**src/rtl/tia_cpu_clock_controller_pkg.sv**
```systemverilog
// Shared timing constants and FSM state encoding for the TIA CPU clock
// controller and its line counter.
package tia_cpu_clock_controller_pkg;

    localparam int TIA_LINE_CLOCKS = 228;  // color clocks per scanline
    localparam int TIA_DIV         = 3;    // color clocks per CPU cycle

    typedef enum logic [1:0] {
        ST_RUN    = 2'd0,
        ST_HALT   = 2'd1,
        ST_RESYNC = 2'd2
    } state_t;

    // Bits needed to hold 0..n-1, never less than one.
    function automatic int cnt_width(input int n);
        return (n > 1) ? $clog2(n) : 1;
    endfunction

endpackage

```
**src/rtl/tia_cpu_clock_controller_if.sv**
```systemverilog
// CPU-facing strobe/status bundle of the TIA CPU clock controller.
// The CPU side uses the master modport, the controller the slave modport.
// Optional halt statistics appear when TIA_HALT_STATS_EN is defined.
interface tia_cpu_clock_controller_if #(
    parameter int HW = 8
);
    logic          wsync_strobe;
    logic          rsync_strobe;
    logic          phi0_en;
    logic          rdy;
    logic          resphi0;
    logic [HW-1:0] hcount;
    logic          line_start;
`ifdef TIA_HALT_STATS_EN
    logic [15:0]   halt_cycles;
    logic [7:0]    halt_count;

    modport master (
        output wsync_strobe, rsync_strobe,
        input  phi0_en, rdy, resphi0, hcount, line_start, halt_cycles, halt_count
    );
    modport slave (
        input  wsync_strobe, rsync_strobe,
        output phi0_en, rdy, resphi0, hcount, line_start, halt_cycles, halt_count
    );
`else
    modport master (
        output wsync_strobe, rsync_strobe,
        input  phi0_en, rdy, resphi0, hcount, line_start
    );
    modport slave (
        input  wsync_strobe, rsync_strobe,
        output phi0_en, rdy, resphi0, hcount, line_start
    );
`endif
endinterface

```
**src/rtl/tia_line_counter.sv**
```systemverilog
// Mod-LINE_CLOCKS color-clock position counter. A clear restarts the line
// and takes priority over the normal increment. HW must satisfy
// 2**HW >= LINE_CLOCKS.
module tia_line_counter
    import tia_cpu_clock_controller_pkg::*;
#(
    parameter int LINE_CLOCKS = TIA_LINE_CLOCKS,
    parameter int HW          = 8
) (
    input  logic          clk,
    input  logic          reset,
    input  logic          clear,
    output logic [HW-1:0] hcount,
    output logic          line_start,
    output logic          last
);
    localparam logic [HW-1:0] LAST_H = HW'(LINE_CLOCKS - 1);

    // Advance one position per color clock, wrapping at the end of the line.
    always_ff @(posedge clk or posedge reset) begin
        if (reset)               hcount <= '0;
        else if (clear)          hcount <= '0;
        else if (hcount == LAST_H) hcount <= '0;
        else                     hcount <= hcount + 1'b1;
    end

    assign line_start = (hcount == '0);
    assign last       = (hcount == LAST_H);

endmodule

```
**src/rtl/tia_cpu_clock_controller.sv**
```systemverilog
// TIA CPU clock controller: divides the color clock into phi0 enables,
// tracks the scanline position and runs the RUN/HALT/RESYNC FSM that
// services WSYNC (stall CPU to next line) and RSYNC (re-phase divider and
// restart the line). Strobes are only honoured on a phi0_en clock.
// Optional feature macro: TIA_HALT_STATS_EN adds halt_cycles/halt_count.
module tia_cpu_clock_controller
    import tia_cpu_clock_controller_pkg::*;
#(
    parameter int LINE_CLOCKS = TIA_LINE_CLOCKS,
    parameter int DIV         = TIA_DIV,
    parameter int HW          = 8
) (
    input  logic clk,
    input  logic reset,
    tia_cpu_clock_controller_if.slave bus
);
    localparam int            PW      = cnt_width(DIV);
    localparam logic [PW-1:0] PH_LAST = PW'(DIV - 1);

    state_t        state, next_state;
    logic [PW-1:0] ph;
    logic          phi0_en;
    logic          enter_resync;
    logic          resphi0;
    logic [HW-1:0] hcount;
    logic          line_start;
    logic          last;

    // The RESYNC clock never ends a CPU cycle.
    assign phi0_en      = (ph == PH_LAST) && (state != ST_RESYNC);
    assign enter_resync = (next_state == ST_RESYNC);

    // FSM state register.
    always_ff @(posedge clk or posedge reset) begin
        if (reset) state <= ST_RUN;
        else       state <= next_state;
    end

    // FSM next state; RSYNC beats WSYNC, a WSYNC on the last clock of the
    // line would halt for zero clocks so it is simply dropped.
    always_comb begin
        next_state = state;
        case (state)
            ST_RUN: begin
                if (bus.rsync_strobe && phi0_en)
                    next_state = ST_RESYNC;
                else if (bus.wsync_strobe && phi0_en && !last)
                    next_state = ST_HALT;
            end
            ST_HALT:   if (last) next_state = ST_RUN;
            ST_RESYNC: next_state = ST_RUN;
            default:   next_state = ST_RUN;
        endcase
    end

    // Phase divider; forced to 0 on the edge into RESYNC so the RESYNC
    // clock is phase 0 and the next phi0_en lands DIV-1 clocks later.
    always_ff @(posedge clk or posedge reset) begin
        if (reset)                             ph <= '0;
        else if (enter_resync || ph == PH_LAST) ph <= '0;
        else                                   ph <= ph + 1'b1;
    end

    // Registered divider-phase reset, high exactly during the RESYNC clock.
    always_ff @(posedge clk or posedge reset) begin
        if (reset) resphi0 <= 1'b1;
        else       resphi0 <= enter_resync;
    end

    tia_line_counter #(
        .LINE_CLOCKS (LINE_CLOCKS),
        .HW          (HW)
    ) u_line (
        .clk        (clk),
        .reset      (reset),
        .clear      (enter_resync),
        .hcount     (hcount),
        .line_start (line_start),
        .last       (last)
    );

    assign bus.phi0_en    = phi0_en;
    assign bus.rdy        = (state != ST_HALT);
    assign bus.resphi0    = resphi0;
    assign bus.hcount     = hcount;
    assign bus.line_start = line_start;

`ifdef TIA_HALT_STATS_EN
    logic [15:0] halt_cycles;
    logic [7:0]  halt_count;
    logic        accept_wsync;

    assign accept_wsync = (state == ST_RUN) && (next_state == ST_HALT);

    // Halted phi0 periods (saturating, cleared by RSYNC) and accepted WSYNCs (wrapping).
    always_ff @(posedge clk or posedge reset) begin
        if (reset) begin
            halt_cycles <= '0;
            halt_count  <= '0;
        end else begin
            if (enter_resync)
                halt_cycles <= '0;
            else if (state == ST_HALT && phi0_en && halt_cycles != 16'hFFFF)
                halt_cycles <= halt_cycles + 16'd1;
            if (accept_wsync)
                halt_count <= halt_count + 8'd1;
        end
    end

    assign bus.halt_cycles = halt_cycles;
    assign bus.halt_count  = halt_count;
`endif

endmodule

```
**src/flat_wrapper.sv**
```systemverilog
// flat-port wrapper written by rule: the top's interface ports become plain ports
module tia_cpu_clock_controller_flat import tia_cpu_clock_controller_pkg::*;
#(
    parameter int LINE_CLOCKS = TIA_LINE_CLOCKS,
    parameter int DIV         = TIA_DIV,
    parameter int HW          = 8
)
  (clk, reset, bus_wsync_strobe, bus_rsync_strobe, bus_phi0_en, bus_rdy, bus_resphi0, bus_hcount, bus_line_start);
  tia_cpu_clock_controller_if #(.HW(HW)) bus_i ();
  input  logic clk;
  input  logic reset;
  input wire logic [$bits(bus_i.wsync_strobe)-1:0] bus_wsync_strobe;
  input wire logic [$bits(bus_i.rsync_strobe)-1:0] bus_rsync_strobe;
  output wire logic [$bits(bus_i.phi0_en)-1:0] bus_phi0_en;
  output wire logic [$bits(bus_i.rdy)-1:0] bus_rdy;
  output wire logic [$bits(bus_i.resphi0)-1:0] bus_resphi0;
  output wire logic [$bits(bus_i.hcount)-1:0] bus_hcount;
  output wire logic [$bits(bus_i.line_start)-1:0] bus_line_start;
  assign bus_i.wsync_strobe = bus_wsync_strobe;
  assign bus_i.rsync_strobe = bus_rsync_strobe;
  assign bus_phi0_en = bus_i.phi0_en;
  assign bus_rdy = bus_i.rdy;
  assign bus_resphi0 = bus_i.resphi0;
  assign bus_hcount = bus_i.hcount;
  assign bus_line_start = bus_i.line_start;
  tia_cpu_clock_controller #(.LINE_CLOCKS(LINE_CLOCKS), .DIV(DIV), .HW(HW)) u_core (.clk(clk), .reset(reset), .bus(bus_i));
endmodule
```
**config.mk**
```make
export PLATFORM = sky130hd
export DESIGN_NAME = tia_cpu_clock_controller_flat
export DESIGN_NICKNAME = d
export VERILOG_FILES = /design/src/rtl/tia_cpu_clock_controller_pkg.sv /design/src/rtl/tia_cpu_clock_controller_if.sv /design/src/rtl/tia_line_counter.sv /design/src/rtl/tia_cpu_clock_controller.sv /design/src/flat_wrapper.sv
export SDC_FILE = /design/constraint.sdc
export NUM_CORES = 1
export LEC_CHECK = 0
export BUFFER_PORTS_ARGS = -buffer_cell sky130_fd_sc_hd__clkbuf_2
export CORE_AREA = 2 2 39 41
export CTS_BUF_LIST = sky130_fd_sc_hd__clkbuf_8
export CTS_CLUSTER_SIZE = 40
export DETAILED_ROUTE_END_ITERATION = 7
export DIE_AREA = 0 0 41 43
export PLACE_DENSITY = 0.83
export SYNTH_ARGS = -nofsm -noshare
export SYNTH_HDL_FRONTEND = slang
export SYNTH_SLANG_ARGS = --single-unit
```
**constraint.sdc**
```tcl
create_clock -name clk -period 1.6 [get_ports clk]
set_input_delay 0.32 -clock clk [delete_from_list [all_inputs] [get_ports clk]]
set_output_delay 0.32 -clock clk [all_outputs]
set_load 0.01 [all_outputs]
```
; ---- Word-level counts from Yosys, hierarchy flattened
; Index checks and enable logic that the tools add are counted.
[word_totals]
out_inout_bits = 12
latchBits = 0
in_bits = 4
mem_count = 0
regBits = 13
mem_bits_ro = 0
word_cells = 27
ramBits = 0
[op_classes]
order_cmp = 0
addsub = 2
n_shift = 0
n_bitwise = 0
muxes = 7
n_eq_ne = 6
n_mul = 0
n_reduce_logical = 8
div_mod_pow = 0
[ops]
columns = cell, count
row1 = $mux 8, 2
row2 = $add 8x1->8 const B, 1
row3 = $eq 8x8->1 const B, 1
row4 = $logic_not 8->1, 1
row5 = $mux 2, 4
row6 = $eq 2x2->1 const B, 2
row7 = $logic_and 1x1->1, 4
row8 = $pmux 2 s2, 1
row9 = $add 2x1->2 const B, 1
row10 = $eq 2x1->1 const B, 1
row11 = $logic_not 2->1, 1
row12 = $ne 2x1->1 const B, 1
row13 = $ne 2x2->1 const B, 1
row14 = $logic_not 1->1, 1
row15 = $logic_or 1x1->1, 1

; ---- Logic depth before layout (Yosys ltp)
; Gate-level depths: netlist of run 1.
[logic_depth]
depth_word = 10
depth_mapped = 5
depth_no_buf = 5

; ---- By module
; A second synthesis of run 1 with hierarchy kept.
[hier_totals]
hier_cells = 63
hier_area_um2 = 669.4
[modules_own_cells]
columns = module, n_inst, cells_each, seq_area_each_um2, area_per_inst_um2
row1 = tia_line_counter, 1, 46, 200.2, 457.9
row2 = tia_cpu_clock_controller, 1, 17, 126.4, 211.5

; ---- Least setup slack after synthesis of run 1
; Ideal clock, no wire load.
[synth_path]
path_type = reg2out
start = register u_core.u_line.hcount[4]
end = output port bus_line_start
path_buffers = 0
required_time_ps = 1280
setup_slack_ps = -107
path_stages_with_launch = 3
t_arrival_ps = 1387
cell_sequence = dfrtp_1 -> or3_2 -> nor4_1
[synth_via]
elab_chain_cells = 1
[synth_lines]
columns = element, line_no
row1 = from (decl), tia_line_counter.sv:13  ; output logic [HW-1:0] hcount,
row2 = from (signal assigned), tia_line_counter.sv:24  ; else hcount <= hcount + 1'b1;
row3 = $logic_not 8->1, tia_line_counter.sv:27  ; assign line_start = (hcount == '0);
row4 = to (decl), flat_wrapper.sv:18  ; output wire logic [$bits(bus_i.line_start)-1:0] bus_line_start;
; No other way between the ends.

; ---- Worst setup path in the final report of run 1
[layout_path]
start = register u_core.u_line.hcount[0]
end = output port bus_line_start
; Same word-level chain as after synthesis.

==> results of run 1 <==
-- power groups by stage --
stage	Clock [mW]	Combinational, mW	Sequential, mW
after floorplan	0	0.00537	0.335
after global placement	0	0.0103	0.335
after detailed placement	0	0.0109	0.335
after CTS	0.296	0.0109	0.329
after global routing	0.311	0.0124	0.329
final	0.286	0.0102	0.329
-- cell usage in the layout, fill, tap and decap left out --
| cell | n |
|---|---|
| nor3_1 | 1 |
| a221oi_1 | 2 |
| nor2b_1 | 1 |
| nand2_1 | 7 |
| nand3b_1 | 1 |
| buf_4 | 12 |
| dfrtp_1 | 12 |
| nor2_1 | 5 |
| nor3_2 | 1 |
| buf_2 | 1 |
| inv_1 | 7 |
| clkbuf_2 | 14 |
| a211oi_1 | 1 |
| o221ai_1 | 1 |
| xor2_1 | 2 |
| o21ai_0 | 2 |
| clkbuf_8 | 3 |
| or4_1 | 1 |
| nor4_4 | 1 |
| ha_2 | 1 |
| dfstp_2 | 1 |
| nand3_2 | 1 |
| ha_1 | 1 |
| a21boi_1 | 1 |
| nand3_1 | 3 |
| nand2b_1 | 1 |
| or3_1 | 1 |
| o211ai_1 | 1 |
| or3_2 | 1 |
| and2b_2 | 1 |
| or3_4 | 1 |
| a31oi_1 | 2 |
| nand2b_4 | 1 |
| a21oi_1 | 1 |
| ha_4 | 1 |
-- registers in the layout, summed over array words and instances, names as in the netlist --
register	flops
u_core.u_line.hcount	8
u_core.ph	2
u_core.state	2
u_core.bus.resphi0	1
-- metal layers --
metal	wire length, µm	share of wire [%]
met1	646	44
met2	749	51
met3	49	3.3
met4	27	1.8
met5	0	0
-- cell families (layout without fill, tap and decap cells) --
family	count (synthesis)	after routing	synth area share (%)
and+or+nand+nor	28	28	24.4
adders and majority gates	3	3	5.91
xor gates and xnor gates	2	2	2.76
buffers and inverters	6	37	3.54
DFF	13	13	51.4
AOI/OAI and AO/OA	11	11	12.0
-- through the flow --
stage	setup WS, ns	utilization [%]	area, µm²
floorplan	0.0282	-	651
global placement	0.0532	57.1	791
detailed placement	0.0311	57.1	791
CTS	-0.0390	61.8	855
global route	-0.0966	65.6	907
finish	-0.0377	65.6	907
-- cell usage after synthesis --
library cell | instances | area share [%]
dfrtp_1 | 12 | 47
ha_1 | 3 | 5.9
nor3_2 | 1 | 1.6
nor2_1 | 5 | 3.0
and2b_2 | 1 | 1.4
or3_1 | 1 | 0.98
o21ai_0 | 2 | 1.6
a221oi_1 | 2 | 2.8
o221ai_1 | 1 | 1.4
a21oi_1 | 1 | 0.79
nand2_1 | 7 | 4.1
nor4_1 | 1 | 0.98
a211oi_1 | 1 | 1.2
dfstp_2 | 1 | 4.1
a21boi_0 | 1 | 1.2
o211ai_1 | 1 | 1.2
or4_1 | 1 | 1.2
a31oi_1 | 2 | 2.0
or3_2 | 2 | 2.4
nor2b_1 | 1 | 0.98
nand3_1 | 3 | 2.4
xor2_1 | 2 | 2.8
nand3b_1 | 1 | 1.2
nand3_2 | 1 | 1.6
inv_1 | 6 | 3.5
nand2b_1 | 2 | 2.0
nor3_1 | 1 | 0.79
-- final cells by class --
type	count	area, µm²
fill	109	477
multi-input combinational	44	328
sequential	13	327
timing repair buffer	27	165
clock buffer	3	41.3
inverter	6	22.5
tap	16	20.0
clock inverter	1	3.75
-- worst paths after layout --
| kind | start | to | slack (ns) |
|---|---|---|---|
| max | u_core.u_line.hcount[0]$_DFF_PP0_ | bus_line_start | -0.04 |
| min | reset | u_core.u_line.hcount[4]$_DFF_PP0_ | 0.07 |
| max reg2reg | u_core.u_line.hcount[0]$_DFF_PP0_ | u_core.u_line.hcount[4]$_DFF_PP0_ | 0.08 |
| min reg2reg | u_core.ph[0]$_DFF_PP0_ | u_core.ph[0]$_DFF_PP0_ | 0.42 |
| max in group asynchronous | reset | u_core.bus.resphi0$_DFF_PP1_ | 1.19 |
| min in group clk | bus_rsync_strobe | u_core.bus.resphi0$_DFF_PP1_ | 0.32 |
-- what timing repair did --
action                     4_1_cts  5_1_grt
hold endpoints to repair         0        0
setup endpoints to repair        1        2
pin swaps                        2        1
gates resized for setup          1        6
buffers inserted                 2        4
-- worst max-delay path: cells and delay by family (launching register included) --
kind | cells | cell delay (ns)
DFF | 1 | 0.38
adders and majority gates | 1 | 0.21
buffers and inverters | 2 | 0.23
and+or+nand+nor | 2 | 0.25
==> results.md, run 1 <==
- Status: finished, violations left
- Failing checks: setup timing
- Clock share of power: 45.8%
- Inserted Clock Buffers: 3
- First-pass GRT wire length: 2410 µm
- Sw power: 0.124 mW
- GR Util met2: 28.1%
- Post-route setup slack: -0.0377 ns
- Hold/Removal Path Class: primary input to async pin
- CTS sink cnt: 13
- Synthesis-stage register bit count: 13
- CTS clk-pin slew, worst paths: 0.05 ns
- Largest net degree at the start of global routing: 14
- Clk_lat worst skew: 0.24 ns
- RSZ-0062 raised after global routing: true
- Slew Viols, Final: 0
- Period utilization: 102%
- Cell-internal power: 0.502 mW
- Netlist cell types: 27
- Hpwl dp: 1000 µm
- Remaining global-route overflow: 0
- Die area: 0.00176 mm²
- Via count: 577
- All-layer global routing usage: 20.4%
- Comb pwr share: 1.6%
- Post-DRT Antenna Nets: 0
- Diodes inserted: 0
- Avg Inst Size Synth: 10.1 µm²
- Wire per inst: 13.4 µm
- Number of global-route vias before repair: 553
- Crit path largest cell delay: 0.38 ns
- CTS Hold Bufs: 0
- CP required: 1.28 ns
- Initial drt markers: 10
- Overall Power: 0.626 mW
- Max-cap violations: 0
- Final setup violation count: 1
- Met1 Resource Use GR: 28.1%
- Register area share after synthesis: 51.4%
- Root cell of the clock tree: clkbuf_8
- DRC Markers: 0
- Worst Setup End Kind: primary output
- Met3 GRT Util: 4.71%
- Final setup TNS: -0.0377 ns
- GRT Max-Usage Layer: met1
- Final-report hold violation count: 0
- Skew final: 0.000990 ns
- DIE HEIGHT: 43 µm
- Arr. time, crit path: 1.32 ns
- DR pass1 iterations: 4
- Row count: 14
- Placed cell count: 100
- Crit path kind: flip-flop to primary output
- Leak pwr: 0.423 nW
- Vias/cell: 5.25
- TritonCTS clock tree: built
- Minimum hold slack: 0.0668 ns
- Post-Syn Nets: 70
- Sequential power share: 52.6%
- Placer Congestion: 0.734
- Nature of the critical path startpoint: flip-flop
- Worst vdd ir: 0.460 mV
- Initial core utilization: 45.9%
- Reg2reg path depth: 7
- Worst slew margin: 67.8%
- PwrDens: 690 mW/mm²
- Synth warnings: 0
- Max frequency: 0.611 GHz
- Crit path cell chain: inv_1 > ha_2 > nand2b_4 > nor4_4 > buf_2
- Final WL: 1470 µm
- Syn Inst Count: 63
- Post-route insts no fill: 110
- Antenna violations before repair: 0
- Layout Nets: 102
- Mapped cell area: 636 µm²
- Area Overhead vs Synth: 42.7%
- CP max FO: 2
- Slew @ Worst Pin: 0.482 ns
- Share of cells above drive strength 1: 42.6%
- Crit-path slowest cell: dfrtp_1
- H-tree Lvls: 1
- Core region area: 0.00138 mm²
- Max clock buf depth: 2
- Die Wd: 41 µm
- Switching Share: 19.8%
- Final min period: 1.64 ns
- IO Port Bufs: 15
- # IOs: 16
(Power assumes the default switching activity.)
==> inputs of run 2 (changes only) <==
PLACE_DENSITY = 0.86   (was 0.83)
SKIP_LAST_GASP = 1   (was not set)
SYNTH_HIERARCHICAL = 1   (was not set)
==> run 2 against run 1 <==
  * Worst setup slack worse by 0.25 ns
  * Clock skew is essentially flat
  * Largest cell class unchanged
  * Final cell count is 2.7% lower
  * Critical path depth unchanged
  * Fmax shrank 13%
  * Clock power barely moved
  * First-iteration DRC count fell by 40%
  * The flow still finishes with violations (setup timing)
  * Critical path type unchanged
==> results.md, run 2 <==
- Placer Congestion: 0.835 (was 0.734)
- Nature of the critical path startpoint: flip-flop (unchanged)
- Antenna violations before repair: 0 (unchanged)
- Post-synth EDFFs: 0 (unchanged)
- Remaining global-route overflow: 0 (unchanged)
- Inserted Clock Buffers: 3 (unchanged)
- RSZ-0062 raised after global routing: true (unchanged)
- Syn Inst Count: 63 (unchanged)
- All-layer global routing usage: 20.1% (was 20.4%)
- Netlist cell types: 29 (was 27)
- Share of cells above drive strength 1: 40.7% (was 42.6%)
- Synth area leaders: dfrtp_1 (45%), ha_1 (7.5%), dfstp_2 (3.9%) (was dfrtp_1 (47%), ha_1 (5.9%), dfstp_2 (4.1%))
- Synth warnings: 6 (was 0)
- Max-cap violations: 0 (unchanged)
- Max frequency: 0.529 GHz (was 0.611 GHz)
- Register area share after synthesis: 48.8% (was 51.4%)
- Leak pwr: 0.441 nW (was 0.423 nW)
- Largest register FFs: 8 (unchanged)
- Root cell of the clock tree: clkbuf_8 (unchanged)
- CTS clk-pin slew, worst paths: 0.05 ns (about the same)
- Minimum hold slack: 0.342 ns (was 0.0668 ns)
- Largest net degree at the start of global routing: 9 (was 14)
- DIE HEIGHT: 43 µm (unchanged)
- Final WL: 1530 µm (was 1470 µm)
- Worst slew margin: 71.8% (was 67.8%)
- Worst Setup End Kind: primary output (unchanged)
- # IOs: 16 (unchanged)
- Arr. time, crit path: 1.57 ns (was 1.32 ns)
- Hold-critical path depth: 3
- Period utilization: 118% (was 102%)
- CP required: 1.28 ns (about the same)
- Worst vdd ir: 0.363 mV (was 0.460 mV)
- PwrDens: 691 mW/mm² (was 690 mW/mm²)
- H-tree Lvls: 1 (unchanged)
- Initial drt markers: 6 (was 10)
- Dominant register cell in the synthesized netlist: dfrtp_1 (unchanged)
- Share of flip-flops with an asynchronous set or reset: 100% (unchanged)
- IO Port Bufs: 15 (unchanged)
- Slew @ Worst Pin: 0.417 ns (was 0.482 ns)
- TritonCTS clock tree: built (unchanged)
- Clk_lat worst skew: 0.24 ns (about the same)
- Setup WS pre-CTS: -0.0727 ns (was 0.0311 ns)
- Most flops, register: u_core/u_line/hcount (was u_core.u_line.hcount)
- Die Wd: 41 µm (unchanged)
- Via count: 579 (was 577)
- Layout Nets: 100 (was 102)
- Count leader, synth: dfrtp_1 (unchanged)
- Slew Viols, Final: 0 (unchanged)
- Top cell type's share of synthesized area: 44.9% (was 47.2%)
- CP max FO: 2 (unchanged)
- Initial core utilization: 48.4% (was 45.9%)
- Vias/cell: 5.41 (was 5.25)
- Synth top cells by count: dfrtp_1 (12), inv_1 (7), nor2_1 (6), ha_1 (4) (was dfrtp_1 (12), nand2_1 (7), inv_1 (6), nor2_1 (5))
- DR pass1 iterations: 4 (unchanged)
- Commonest non-fill, non-tap cell in the layout: clkbuf_2 (unchanged)
- Post-Syn Nets: 71 (was 70)
- Reg2reg path depth: 5 (was 7)
- Crit path kind: flip-flop to primary output (unchanged)
- Crit path largest cell delay: 0.46 ns (was 0.38 ns)
- Mapped cell area: 669 µm² (was 636 µm²)
- Number of global-route vias before repair: 544 (was 553)
- Diodes inserted: 0 (unchanged)
- Wire per inst: 14.3 µm (was 13.4 µm)
- Final setup TNS: -0.291 ns (was -0.0377 ns)
- Die area: 0.00176 mm² (unchanged)
- Biggest regs: u_core/u_line/hcount (8), u_core/ph (2), u_core/state (2) (was u_core.u_line.hcount (8), u_core.ph (2), u_core.state (2))
- Status: finished, violations left (unchanged)
- Post-synth top area cell: dfrtp_1 (unchanged)
- Failing checks: setup timing (unchanged)
- Hpwl dp: 1130 µm (was 1000 µm)
- First-pass GRT wire length: 2260 µm (was 2410 µm)
- Post-route setup slack: -0.291 ns (was -0.0377 ns)
- Post-DRT Antenna Nets: 0 (unchanged)
- Avg Inst Size Synth: 10.6 µm² (was 10.1 µm²)
- Max clock buf depth: 2 (unchanged)
- Row count: 14 (unchanged)
- Crit-path slowest cell: or4b_4 (was dfrtp_1)
- Hold/Removal Path Class: primary input to flip-flop (was primary input to async pin)
- DRC Markers: 0 (unchanged)
- Final min period: 1.89 ns (was 1.64 ns)
- Synthesis-stage register bit count: 13 (unchanged)
- Most frequent cells in the layout: clkbuf_2 (14), dfrtp_1 (10), inv_1 (8), buf_4 (8), nor2_1 (6) (was clkbuf_2 (14), buf_4 (12), dfrtp_1 (12), inv_1 (7), nand2_1 (7))
- Final Util: 66.0% (was 65.6%)
- Final setup violation count: 1 (unchanged)
- Skew final: 0.00115 ns (was 0.000990 ns)
- CTS sink cnt: 13 (unchanged)
- Area Overhead vs Synth: 36.4% (was 42.7%)
- Core region area: 0.00138 mm² (unchanged)
- Crit path cell chain: inv_1 > ha_1 > or4b_4 > nor4_4 > buf_2 (was inv_1 > ha_2 > nand2b_4 > nor4_4 > buf_2)
- Final-report hold violation count: 0 (unchanged)
## run 2: cell types whose count changed after synthesis, sizes merged, moves of 2 or more
cell    delta
a21oi      +2
a221oi     -2
inv        +2
nand2      -4
nor3       -2
nor4bb     +2
or4b       +2
## run 2: per-stage QoR
step           instances  total power [mW]  instance area [µm²]
6_report             107             0.631                  913
5_1_grt              107             0.653                  913
4_1_cts              107             0.638                  901
3_5_place_dp         102             0.347                  842
3_3_place_gp         102             0.347                  842
2_1_floorplan         63             0.341                  687
## run 2: power by group
part | switching [mW] | leakage [nW] | total, mW | internal (mW)
clock network | 0.118 | 0.0269 | 0.288 | 0.170
registers | 0 | 0.147 | 0.329 | 0.329
logic | 0.00832 | 0.267 | 0.0140 | 0.00568
total | 0.126 | 0.441 | 0.631 | 0.504
## run 2: critical path: cells and delay by family, from the launching register on
| kind | cells | cell delay [ns] |
|---|---|---|
| buffers and inverters | 2 | 0.21 |
| adders and majority gates | 1 | 0.12 |
| DFF | 1 | 0.39 |
| and+or+nand+nor | 2 | 0.59 |
## run 2: logic make-up (layout without fill, tap and decap cells)
| logic type | count (synthesis) | after routing | synth area share (%) |
|---|---|---|---|
| fa+ha+maj | 4 | 4 | 7.48 |
| compound gates | 11 | 11 | 12.9 |
| flops | 13 | 13 | 48.8 |
| buf+inv | 8 | 36 | 4.49 |
| xor+xnor | 2 | 2 | 2.62 |
| simple gates | 25 | 25 | 23.7 |
## run 2: area by class of cell
cell class / instances / area [µm²]
fillers: 115 / 470
multi-input cells: 42 / 344
flip-flops and latches: 13 / 329
repair buffers: 24 / 145
clock buffers: 3 / 41.3
inverters: 8 / 30.0
well taps: 16 / 20.0
clock inverters: 1 / 3.75
## run 2: path summary, 6_finish.rpt
| kind | start | to | slack (ns) |
|---|---|---|---|
| min in group asynchronous | reset | u_core/state[1]$_DFF_PP0_ | 0.52 |
| hold reg to reg | u_core/ph[0]$_DFF_PP0_ | u_core/ph[0]$_DFF_PP0_ | 0.43 |
| max in group asynchronous | reset | u_core/u_line/hcount[1]$_DFF_PP0_ | 0.76 |
| hold / removal | bus_wsync_strobe | u_core/state[0]$_DFF_PP0_ | 0.34 |
| setup reg to reg | u_core/u_line/hcount[0]$_DFF_PP0_ | u_core/u_line/hcount[3]$_DFF_PP0_ | 0.04 |
| setup / recovery | u_core/u_line/hcount[0]$_DFF_PP0_ | bus_line_start | -0.29 |
## run 2: metal layers
layer	part of all wire [%]	GRT usage [%]	up-vias	routed length (µm)
met1	41	22.4	271	624
met3	5.5	4.71	7	85
li1	-	-	280	-
met5	0	0	-	0
met2	50	30.6	21	769
met4	3.6	16.0	0	55
## run 2: timing repair
action | CTS | global route
endpoints found under the setup margin | 1 | 6
gates resized for setup | 1 | 4
setup buffers | 0 | 0
hold endpoints to repair | 4 | 0
hold buffers | 1 | 0
pin swaps | 0 | 1
==> inputs of run 3 (changes only) <==
BUFFER_PORTS_ARGS = not set   (was -buffer_cell sky130_fd_sc_hd__clkbuf_2)
DONT_BUFFER_PORTS = 1   (was not set)
PLACE_DENSITY = 0.75   (was 0.86)
==> run 3 against run 2 <==
  * The flow still finishes with violations (setup timing)
  * Register-to-register slack barely moved
  * Clock power fell by 1%
  * Via count fell by 11%
  * Routed wire length fell by 10%
  * First-iteration DRC count fell by 83%
  * Global-route usage fell by 0.80 points
  * Utilization fell by 3.9 points
  * Clock skew rose by 0.0040 ns
  * Combinational power fell by 27%
  * Final cell count fell by 12%
  * Sequential share of layout area rose by 2.3 points
  * Sequential cell count did not move
  * Highest routed layer unchanged
==> results.md, run 3 (same netlist as run 2, synthesis figures left out) <==
- PwrDens: 725 mW/mm² (was 691 mW/mm²)
- Most flops, register: u_core/u_line/hcount (unchanged)
- Cell-internal power: 0.502 mW (was 0.504 mW)
- Inserted Clock Buffers: 3 (unchanged)
- Clock share of power: 45.6% (about the same)
- Biggest regs: u_core/u_line/hcount (8), u_core/ph (2), u_core/state (2) (unchanged)
- Crit path kind: flip-flop to primary output (unchanged)
- Hpwl dp: 1070 µm (was 1130 µm)
- Top layer in use: met4 (unchanged)
- Period utilization: 119% (was 118%)
- CP max FO: 3 (was 2)
- Row count: 14 (unchanged)
- Sw power: 0.122 mW (was 0.126 mW)
- # IOs: 16 (unchanged)
- All-layer global routing usage: 19.3% (was 20.1%)
- Root cell of the clock tree: clkbuf_8 (unchanged)
- Clk_lat worst skew: 0.24 ns (about the same)
- Routed wl met2: 682 µm (was 769 µm)
- Crit path launch: u_core/u_line/hcount[1]$_DFF_PP0_ (was u_core/u_line/hcount[0]$_DFF_PP0_)
- Die area: 0.00176 mm² (unchanged)
- Crit-path slowest cell: or4b_4 (unchanged)
- Met1 Wirelength: 615 µm (was 624 µm)
- DRC Markers: 0 (unchanged)
- CP bufs+invs: 1 (was 2)
- Sequential power share: 52.8% (was 52.2%)
- First-pass GRT wire length: 2210 µm (was 2260 µm)
- Slew @ Worst Pin: 0.330 ns (was 0.417 ns)
- Met3 WL post-DR: 43 µm (was 85 µm)
- Post-route setup slack: -0.308 ns (was -0.291 ns)
- Most frequent cells in the layout: buf_4 (10), dfrtp_1 (10), inv_1 (6), nor2_1 (6) (was clkbuf_2 (14), dfrtp_1 (10), inv_1 (8), buf_4 (8), nor2_1 (6))
- Skew final: 0.00515 ns (was 0.00115 ns)
- Die Wd: 41 µm (unchanged)
- Hold/Removal Path Class: primary input to flip-flop (unchanged)
- Final WL: 1370 µm (was 1530 µm)
- Nature of the critical path startpoint: flip-flop (unchanged)
- Max-cap violations: 0 (unchanged)
- Share of cells above drive strength 1: 34.6% (was 40.7%)
- Post-CTS setup buffer count: 0 (unchanged)
- Vias/cell: 5.49 (was 5.41)
- DIE HEIGHT: 43 µm (unchanged)
- Area after DPL: 782 µm² (was 842 µm²)
- Top delay family on crit path: simple AND/OR/NAND/NOR gates (unchanged)
- Max frequency: 0.524 GHz (was 0.529 GHz)
- Remaining global-route overflow: 0 (unchanged)
- Failing checks: setup timing (unchanged)
- Placer Congestion: 0.815 (was 0.835)
- Initial core utilization: 48.4% (unchanged)
- Worst slew margin: 77.7% (was 71.8%)
- Worst R2R Start: u_core/u_line/hcount[0]$_DFF_PP0_ (unchanged)
- Slew Viols, Final: 0 (unchanged)
- Final min period: 1.91 ns (was 1.89 ns)
- Switching Share: 19.5% (was 20.0%)
- CTS sink cnt: 13 (unchanged)
- Final setup violation count: 1 (unchanged)
- H-tree Lvls: 1 (unchanged)
- Area Overhead vs Synth: 28.4% (was 36.4%)
- Arr. time, crit path: 1.59 ns (was 1.57 ns)
- Final setup TNS: -0.308 ns (was -0.291 ns)
- Diodes inserted: 0 (unchanged)
- Largest register FFs: 8 (unchanged)
- Final-report hold violation count: 0 (unchanged)
- DR pass1 iterations: 3 (was 4)
- CTS clk-pin slew, worst paths: 0.06 ns (was 0.05 ns)
- Crit path cell chain: inv_2 > ha_4 > or4b_4 > nor4_4 (was inv_1 > ha_1 > or4b_4 > nor4_4 > buf_2)
- Status: finished, violations left (unchanged)
- CP required: 1.28 ns (about the same)
- Final instance area: 860 µm² (was 913 µm²)
- Min-delay src: bus_rsync_strobe (was bus_wsync_strobe)
- Via count: 516 (was 579)
- Core region area: 0.00138 mm² (unchanged)
- Crit path largest cell delay: 0.46 ns (about the same)
- Post-DRT Antenna Nets: 0 (unchanged)
- Worst Setup End Kind: primary output (unchanged)
- Antenna violations before repair: 0 (unchanged)
- Worst vdd ir: 0.451 mV (was 0.363 mV)
- Layout Nets: 87 (was 100)
- Largest net degree at the start of global routing: 9 (unchanged)
- Wire per inst: 14.6 µm (was 14.3 µm)
- Max clock buf depth: 2 (unchanged)
- TritonCTS clock tree: built (unchanged)
- Number of global-route vias before repair: 496 (was 544)
- Leak pwr: 0.387 nW (was 0.441 nW)
- Comb pwr share: 1.6% (was 2.2%)
- Initial drt markers: 1 (was 6)
- IO Port Bufs: 0 (was 15)
- RSZ-0062 raised after global routing: true (unchanged)
- Filler Cell Count: 118 (was 115)
-- run 3: changes by cell type in the layout (fill, tap and decap cells not counted) --
| cell | previous run | this run |
|---|---|---|
| clkbuf_2 | 14 | 0 |
| buf_4 | 8 | 10 |
| inv_1 | 8 | 6 |
| inv_2 | 1 | 3 |
| buf_2 | 1 | 0 |
| nor4bb_1 | 2 | 1 |
| nor4bb_2 | 0 | 1 |
-- run 3: timing repair --
item | 4_1_cts | 5_1_grt
pin swaps | 0 | 2
hold buffers | 1 | 0
endpoints found under the hold margin | 12 | 0
endpoints found under the setup margin | 2 | 6
resized for setup | 1 | 6
-- run 3: worst register-to-register path, delay by kind of cell (launching register included) --
kind,cells,cell delay (ns)
and+or+nand+nor,1,0.52
adders and majority gates,1,0.19
DFF,1,0.37
AOI/OAI and AO/OA,2,0.25
buffers and inverters,1,0.11
-- run 3: final timing paths --
| path | endpoint | slack, ns | depth (start not counted) |
|---|---|---|---|
| max in group asynchronous | u_core/u_line/hcount[1]$_DFF_PP0_ | 0.83 | 2 |
| hold reg to reg | u_core/ph[0]$_DFF_PP0_ | 0.41 | 1 |
| hold / removal | u_core/state[1]$_DFF_PP0_ | 0.25 | 1 |
| setup reg to reg | u_core/u_line/hcount[7]$_DFF_PP0_ | 0.05 | 5 |
| setup / recovery | bus_line_start | -0.31 | 4 |
| min in group asynchronous | u_core/ph[0]$_DFF_PP0_ | 0.44 | 2 |
-- run 3: metal layers --
metal  global-route usage, %  vias up
met5                       0        -
met1                    23.8      247
met3                    3.14        4
met4                    14.7        0
li1                        -      251
met2                    28.4       14
-- run 3: power by group through the flow --
stage	clock network, mW	registers (mW)	logic (mW)
floorplan	0	0.335	0.00637
global placement	0	0.335	0.00797
detailed placement	0	0.335	0.00857
CTS	0.292	0.329	0.0107
global route	0.302	0.329	0.0118
finish	0.284	0.329	0.0102
-- run 3: layout make-up --
cell class / instances / area [µm²] / share of cell area [%]
clock buffers: 3 / 41.3 / 4.80
flip-flops and latches: 13 / 329 / 38.3
inverters: 8 / 30.0 / 3.49
multi-input cells: 42 / 350 / 40.8
repair buffers: 11 / 85.1 / 9.90
clock inverters: 1 / 3.75 / 0.437
well taps: 16 / 20.0 / 2.33
-- run 3: per-stage QoR --
| step | hold WS [ns] | std cells | setup WS (ns) | utilization (%) | power, mW |
|---|---|---|---|---|---|
| floorplan | 0.0978 | 63 | -0.0221 | - | 0.341 |
| global placement | 0.110 | 89 | 0.0392 | 56.5 | 0.343 |
| detailed placement | 0.116 | 89 | -0.0224 | 56.5 | 0.343 |
| CTS | 0.246 | 94 | -0.287 | 60.5 | 0.632 |
| global route | 0.243 | 94 | -0.346 | 62.1 | 0.642 |
| finish | 0.254 | 94 | -0.308 | 62.1 | 0.624 |
